## config.mk

```make
export PLATFORM = sky130hd
export DESIGN_NAME = vram_fill_engine_m
export DESIGN_NICKNAME = d
export VERILOG_FILES = /design/src/rtl/vram_fill_engine_m_pkg.sv /design/src/rtl/vram_fill_engine_m_fill_pattern_gen.sv /design/src/rtl/vram_fill_engine_m.sv
export SDC_FILE = /design/constraint.sdc
export NUM_CORES = 1
export LEC_CHECK = 0
export CAP_MARGIN = 20
export CELL_PAD_IN_SITES_DETAIL_PLACEMENT = 0
export CELL_PAD_IN_SITES_GLOBAL_PLACEMENT = 2
export CORE_MARGIN = 2
export CORE_UTILIZATION = 33
export CTS_CLUSTER_SIZE = 28
export DETAILED_ROUTE_END_ITERATION = 7
export GPL_TIMING_DRIVEN = 0
export PLACE_DENSITY_LB_ADDON = 0.1
export SYNTH_ARGS = -nofsm -noshare
export SYNTH_HDL_FRONTEND = slang
export SYNTH_HIERARCHICAL = 1
export SYNTH_SLANG_ARGS = --single-unit
```

## constraint.sdc

```tcl
create_clock -name clk_12_5875 -period 7 [get_ports clk_12_5875]
set_input_delay 1.05 -clock clk_12_5875 [delete_from_list [all_inputs] [get_ports clk_12_5875]]
set_output_delay 1.05 -clock clk_12_5875 [all_outputs]
set_load 0.1 [all_outputs]
```

## src/rtl/vram_fill_engine_m_pkg.sv

```systemverilog
// Shared definitions for the VRAM fill engine: address width, fill-mode
// encodings and FSM state encodings.
package vram_fill_engine_m_pkg;

  localparam int VRAM_ADDR_WIDTH = 12;

  typedef enum logic [1:0] {
    FILL_MODE_CONST = 2'd0,
    FILL_MODE_INCR  = 2'd1,
    FILL_MODE_ADDR  = 2'd2,
    FILL_MODE_RSVD  = 2'd3
  } fill_mode_e;

  localparam logic [1:0] ST_BOOT = 2'd0;
  localparam logic [1:0] ST_IDLE = 2'd1;
  localparam logic [1:0] ST_FILL = 2'd2;

endpackage

```

## src/rtl/vram_fill_engine_m_fill_pattern_gen.sv

```systemverilog
// Per-write data word generator: latches mode/value/step on load and steps an
// accumulator on advance, so INCR needs no multiplier.
module fill_pattern_gen_m
  import vram_fill_engine_m_pkg::*;
#(
  parameter int DATA_WIDTH = 8
) (
  input  logic                  clk,
  input  logic                  rst,
  input  logic                  load,
  input  logic                  advance,
  input  logic [1:0]            load_mode,
  input  logic [DATA_WIDTH-1:0] load_value,
  input  logic [DATA_WIDTH-1:0] load_step,
  input  logic [DATA_WIDTH-1:0] address_word,
  output logic [DATA_WIDTH-1:0] data
);

  fill_mode_e            mode_q;
  fill_mode_e            mode_sel;
  logic [DATA_WIDTH-1:0] acc_q;
  logic [DATA_WIDTH-1:0] step_q;
  logic [DATA_WIDTH-1:0] acc_sel;
  logic [DATA_WIDTH-1:0] step_sel;

  // A load cycle already produces its first word, so the freshly offered
  // descriptor fields bypass the registers.
  // NOTE: every always_comb output is assigned on every path so no latch is inferred.
  always_comb begin
    mode_sel = load ? fill_mode_e'(load_mode) : mode_q;
    acc_sel  = load ? load_value : acc_q;
    step_sel = step_q;
    if (load) begin
      step_sel = (fill_mode_e'(load_mode) == FILL_MODE_INCR) ? load_step : '0;
    end
    data = (mode_sel == FILL_MODE_ADDR) ? address_word : acc_sel;
  end

  always_ff @(posedge clk) begin
    if (rst) begin
      mode_q <= FILL_MODE_CONST;
      acc_q  <= '0;
      step_q <= '0;
    end else begin
      if (load) begin
        mode_q <= mode_sel;
        step_q <= step_sel;
      end
      if (load || advance) begin
        acc_q <= advance ? acc_sel + step_sel : acc_sel;
      end
    end
  end

endmodule

```

## src/rtl/vram_fill_engine_m.sv

```systemverilog
// Descriptor-driven VRAM initialiser: optional boot clear, CONST/INCR/ADDR fills,
// and CPU write pass-through while idle. All outputs are registered.
module vram_fill_engine_m
  import vram_fill_engine_m_pkg::*;
#(
  parameter int                    ADDR_WIDTH  = VRAM_ADDR_WIDTH,
  parameter int                    DATA_WIDTH  = 8,
  parameter bit                    BOOT_CLEAR  = 1'b1,
  parameter logic [DATA_WIDTH-1:0] CLEAR_VALUE = '0
) (
  input  logic                  clk_12_5875,
  input  logic                  rst,
  input  logic                  desc_valid,
  output logic                  desc_ready,
  input  logic [ADDR_WIDTH-1:0] desc_base,
  input  logic [ADDR_WIDTH:0]   desc_len,
  input  logic [1:0]            desc_mode,
  input  logic [DATA_WIDTH-1:0] desc_value,
  input  logic [DATA_WIDTH-1:0] desc_step,
  input  logic                  abort,
  input  logic [DATA_WIDTH-1:0] cpu_data,
  input  logic [ADDR_WIDTH-1:0] cpu_address,
  input  logic                  cpu_write_enable,
  output logic [DATA_WIDTH-1:0] vram_data,
  output logic [ADDR_WIDTH-1:0] vram_address,
  output logic                  vram_write_enable,
  output logic                  in_progress,
  output logic                  done_pulse,
  output logic                  cpu_dropped
);

  localparam logic [ADDR_WIDTH:0]   FULL_LEN = {1'b1, {ADDR_WIDTH{1'b0}}};
  localparam logic [ADDR_WIDTH-1:0] ADDR_ONE = ADDR_WIDTH'(1);
  localparam logic [ADDR_WIDTH:0]   LEN_ONE  = (ADDR_WIDTH + 1)'(1);

  logic [1:0]            state_q;
  logic [ADDR_WIDTH-1:0] addr_q;
  logic [ADDR_WIDTH:0]   rem_q;
  logic                  accept;
  logic                  gen_load;
  logic                  gen_advance;
  logic                  fill_abort;
  logic [DATA_WIDTH-1:0] base_word;
  logic [DATA_WIDTH-1:0] cnt_word;
  logic [DATA_WIDTH-1:0] gen_data;

  assign accept      = (state_q == ST_IDLE) && desc_ready && desc_valid;
  assign gen_load    = accept && (desc_len != '0);
  assign fill_abort  = (state_q == ST_FILL) && abort;
  // A same-cycle CPU write takes the first slot, so the pattern loads without stepping.
  assign gen_advance = (gen_load && !cpu_write_enable) ||
                       ((state_q == ST_FILL) && !abort && (rem_q != '0));

  if (DATA_WIDTH <= ADDR_WIDTH) begin : g_addr_trunc
    assign base_word = desc_base[DATA_WIDTH-1:0];
    assign cnt_word  = addr_q[DATA_WIDTH-1:0];
  end else begin : g_addr_zext
    assign base_word = {{(DATA_WIDTH - ADDR_WIDTH){1'b0}}, desc_base};
    assign cnt_word  = {{(DATA_WIDTH - ADDR_WIDTH){1'b0}}, addr_q};
  end

  fill_pattern_gen_m #(
    .DATA_WIDTH(DATA_WIDTH)
  ) u_pattern (
    .clk         (clk_12_5875),
    .rst         (rst),
    .load        (gen_load),
    .advance     (gen_advance),
    .load_mode   (desc_mode),
    .load_value  (desc_value),
    .load_step   (desc_step),
    .address_word(gen_load ? base_word : cnt_word),
    .data        (gen_data)
  );

  // NOTE: state and outputs update with non-blocking assignments so every
  // register sees pre-edge values; the reset is synchronous to the pixel clock.
  always_ff @(posedge clk_12_5875) begin
    if (rst) begin
      state_q           <= BOOT_CLEAR ? ST_BOOT : ST_IDLE;
      addr_q            <= '0;
      rem_q             <= FULL_LEN;
      vram_write_enable <= 1'b0;
      vram_address      <= '0;
      vram_data         <= '0;
      desc_ready        <= 1'b0;
      done_pulse        <= 1'b0;
      cpu_dropped       <= 1'b0;
      in_progress       <= BOOT_CLEAR;
    end else begin
      done_pulse <= 1'b0;
      case (state_q)
        ST_IDLE: begin
          desc_ready        <= 1'b1;
          vram_write_enable <= cpu_write_enable;
          vram_address      <= cpu_address;
          vram_data         <= cpu_data;
          if (accept) begin
            if (desc_len == '0) begin
              done_pulse <= 1'b1;
            end else begin
              state_q     <= ST_FILL;
              desc_ready  <= 1'b0;
              in_progress <= 1'b1;
              if (cpu_write_enable) begin
                addr_q <= desc_base;
                rem_q  <= desc_len;
              end else begin
                vram_write_enable <= 1'b1;
                vram_address      <= desc_base;
                vram_data         <= gen_data;
                addr_q            <= desc_base + ADDR_ONE;
                rem_q             <= desc_len - LEN_ONE;
              end
            end
          end
        end
        default: begin
          // BOOT and FILL own VRAM; rem_q counts writes still to be presented.
          if (cpu_write_enable) begin
            cpu_dropped <= 1'b1;
          end
          if (fill_abort || (rem_q == '0)) begin
            state_q           <= ST_IDLE;
            vram_write_enable <= 1'b0;
            desc_ready        <= 1'b1;
            in_progress       <= 1'b0;
            done_pulse        <= !fill_abort;
          end else begin
            vram_write_enable <= 1'b1;
            vram_address      <= addr_q;
            vram_data         <= (state_q == ST_BOOT) ? CLEAR_VALUE : gen_data;
            addr_q            <= addr_q + ADDR_ONE;
            rem_q             <= rem_q - LEN_ONE;
          end
        end
      endcase
    end
  end

endmodule

```

==> out/metrics.csv <==
stage,metric,value,unit
status,status,"finished, final reports clean",
global_routing,antenna violations before repair,0,
global_routing,global route overflow,0,
place,routability cong.,0.8673,
route,final antenna-violating net count,0,
setup_path,crit-path max FO,12,
die,die area,0.01583,sq mm
place,port bufs,91,
global_routing,first-pass GRT wire length,26.66,mm
yosys,post-synthesis cell count,607,
setup_path,Critical Path End Type,register,
global_routing,largest net degree at the start of global routing,13,
clocking,clock root cell,clkbuf_16,
power,Peak VDD IR,123.3,uV
sta,fmax,172.5,MHz
global_routing,total track usage,0.2135,
yosys,Syn Area/Cell,8.066,sq um
sta,RSZ-0062 raised after global routing,false,
sta,setup_tns,0,ns
final_layout,diodes inserted,0,
yosys,"FFs w/ async S/R, synth",0,
die,# rows,44,
clocking,Worst-Skew Late Latency,0.35,ns
sta,Worst slew margin,0.3345,
route,Starting DRT DRC Count,261,
yosys,syn nets,689,
hold_path,Hold Path Depth,1,
setup_path,CP startpoint kind,input pin,
yosys,sequential share of the synthesized area,0.2862,
die,die height,125.8,um
clocking,hold-fix buffer count after cts,0,
sta,fin crit period,5.798,ns
route,Via Count,4965,
clocking,clock sink count,70,
route,DRC violations left,0,
final_layout,Nets,791,
clocking,H-tree depth,3,
route,first-pass iteration count of the detailed router,5,
die,Initial Utilization,0.3369,
sta,period utilization,0.8282,
yosys,Synth Register Bits,70,
die,Die Span X,125.8,um
route,routed length per instance,18.70,um
final_layout,area delta synth->final,29.08,%
clocking,CTS resizes,0,
final_layout,"commonest non-fill, non-tap cell in the layout",clkdlybuf4s50_1,
yosys,YS warnings,6,
clocking,post-CTS setup repair buffer count,0,
final_layout,layout cells sized above 1,0.1036,
power,pwr dens,253.8,mW/mm^2
route,vias per inst,5.529,
yosys,Syn Std Cell Area,0.004896,sq mm
route,final WL,16.79,mm
sta,worst slew pin tran,0.9951,ns
die,Core ar.,0.01453,sq mm
yosys,ys flop type,dfxtp_1,
clocking,clk buf depth,2,
setup_path,R2R Path Start,state_q[1],
yosys,distinct cell type count after synthesis,71,
yosys,number of flops mapped to enable cells by yosys,0,
sta,worst hold margin,0.4797,ns
flow_run,MaxCap Viol Count,0,
sta,# setup viols final,0,
sta,Slew Limit Fails,0,
clocking,CTS buffer count,9,
final_layout,most frequent cells in the layout,"91 x clkdlybuf4s50_1, 71 x nor2_1, 70 x dfxtp_1, 54 x nand2_1, 42 x a21oi_1",
clocking,Clock Pin Slew Worst Setup and Hold Paths,0.06,ns
global_routing,number of global-route vias before repair,4946,
setup_path,Crit path required time,7.27,ns
hold_path,hold_sp,in_progress,
setup_path,crit path launch,desc_len[0],
setup_path,worst r2r path cells,16,
place,Detail Placement HPWL,12.60,mm
setup_path,CP Class,input pin to register,
power,Leakage,2.406,nW
sta,final hold violation count,0,
hold_path,Hold Path Class,register to register,
setup_path,crit path DAT,6.06,ns
clocking,CTS tree,yes,
die,io pins,93,
sta,Final Skew,0.007927,ns
[per-layer routing]
layer	track usage	up-vias	wire length (um)	part of all wire
met5	0	-	0	0
met2	0.3580	131	8073	0.48
met1	0.2717	2403	7604	0.45
met3	0.05183	24	802	0.048
li1	-	2407	-	-
met4	0.06593	0	308	0.018
[worst paths after layout]
check                  endpoint  slack [ns]
min                 in_progress        0.48
min reg2reg         in_progress        0.48
max reg2reg  u_pattern/acc_q[6]        2.44
max          u_pattern/acc_q[6]        1.20
[worst max-delay path, stage by stage]
cell	delay, ns
clkdlybuf4s50_1	0.46
inv_1	0.11
ha_1	0.14
or4b_4	0.45
nor4_1	0.44
nor2_1	0.23
clkbuf_1	0.42
buf_6	0.29
buf_2	0.20
buf_2	0.21
o21ai_0	0.39
ha_1	0.26
fa_1	0.23
a21o_1	0.12
a21oi_1	0.09
o21ai_0	0.25
or4b_2	0.60
o211ai_1	0.11
[sequential cells by signal, indices dropped and copies added, names as in the netlist, named ones only]
signal             count
desc_ready             1
state_q                2
vram_data              8
vram_write_enable      1
u_pattern/acc_q        8
vram_address          12
addr_q                12
u_pattern/step_q       7
in_progress            1
rem_q                 13
u_pattern/mode_q       2
cpu_dropped            1
done_pulse             1
[synth_stat cells, types with 3 or more instances]
library cell,instances,area (sq um)
o31ai_1,7,52.55
buf_6,5,56.30
nor3_1,12,60.06
nand2_1,54,202.7
dfxtp_1,70,1401
or3_1,6,37.54
o32ai_1,5,43.79
and3_1,5,31.28
xnor2_1,15,131.4
nor4_1,8,50.05
o221a_1,8,90.09
mux2i_1,27,270.3
nor2_1,71,266.5
nand2b_1,7,43.79
buf_2,10,50.05
xor2_1,14,122.6
o21ai_0,27,135.1
buf_1,4,15.01
a211o_1,3,26.28
nand3_1,20,100.1
inv_1,18,67.56
a31oi_1,6,37.54
mux2_2,26,292.8
nor2b_1,12,75.07
or4_1,5,37.54
nand4b_1,3,26.28
o211ai_1,9,67.56
clkbuf_1,23,86.33
nand3b_1,5,37.54
a211oi_1,17,127.6
ha_1,13,162.7
a21oi_1,42,210.2
[power breakdown]
| part | leakage [nW] | internal [mW] | switching, mW |
|---|---|---|---|
| Combinational | 1.69 | 0.241 | 0.391 |
| Sequential | 0.568 | 0.459 | 0.0600 |
| Clock | 0.143 | 0.274 | 0.180 |
[cell type report]
cell class                 count  area [sq um]
sequential                    70          1401
tap                          184         230.2
inverter                      19         71.32
clock inverter                 5         50.05
clock buffer                  11         232.7
buffer                        43         215.2
fill                        1547          8214
timing repair buffer          91         910.9
multi-input combinational    475          3208
[stage by stage]
step / cell area, sq um / total power [mW] / utilization / instances / setup WS, ns
detailed placement: 6037 / 1.147 / 0.4154 / 882 / 0.7558
finish: 6320 / 1.604 / 0.4348 / 898 / 1.202
global route: 6320 / 1.696 / 0.4348 / 898 / 0.8268
floorplan: 4896 / 0.9575 / - / 607 / 2.417
global placement: 6037 / 1.140 / 0.4154 / 882 / 0.7651
CTS: 6320 / 1.611 / 0.4348 / 898 / 1.114
[logic make-up (layout without fill, tap and decap cells)]
group | after synthesis | count (layout) | share of synthesized area
compound gates | 145 | 145 | 0.2042
xor+xnor | 29 | 29 | 0.05188
buf+inv | 62 | 169 | 0.05852
flops | 70 | 70 | 0.2862
mux | 55 | 55 | 0.1201
fa+ha+maj | 14 | 14 | 0.03731
simple gates | 232 | 232 | 0.2418
Note: power is estimated with default switching activity, not from simulation.
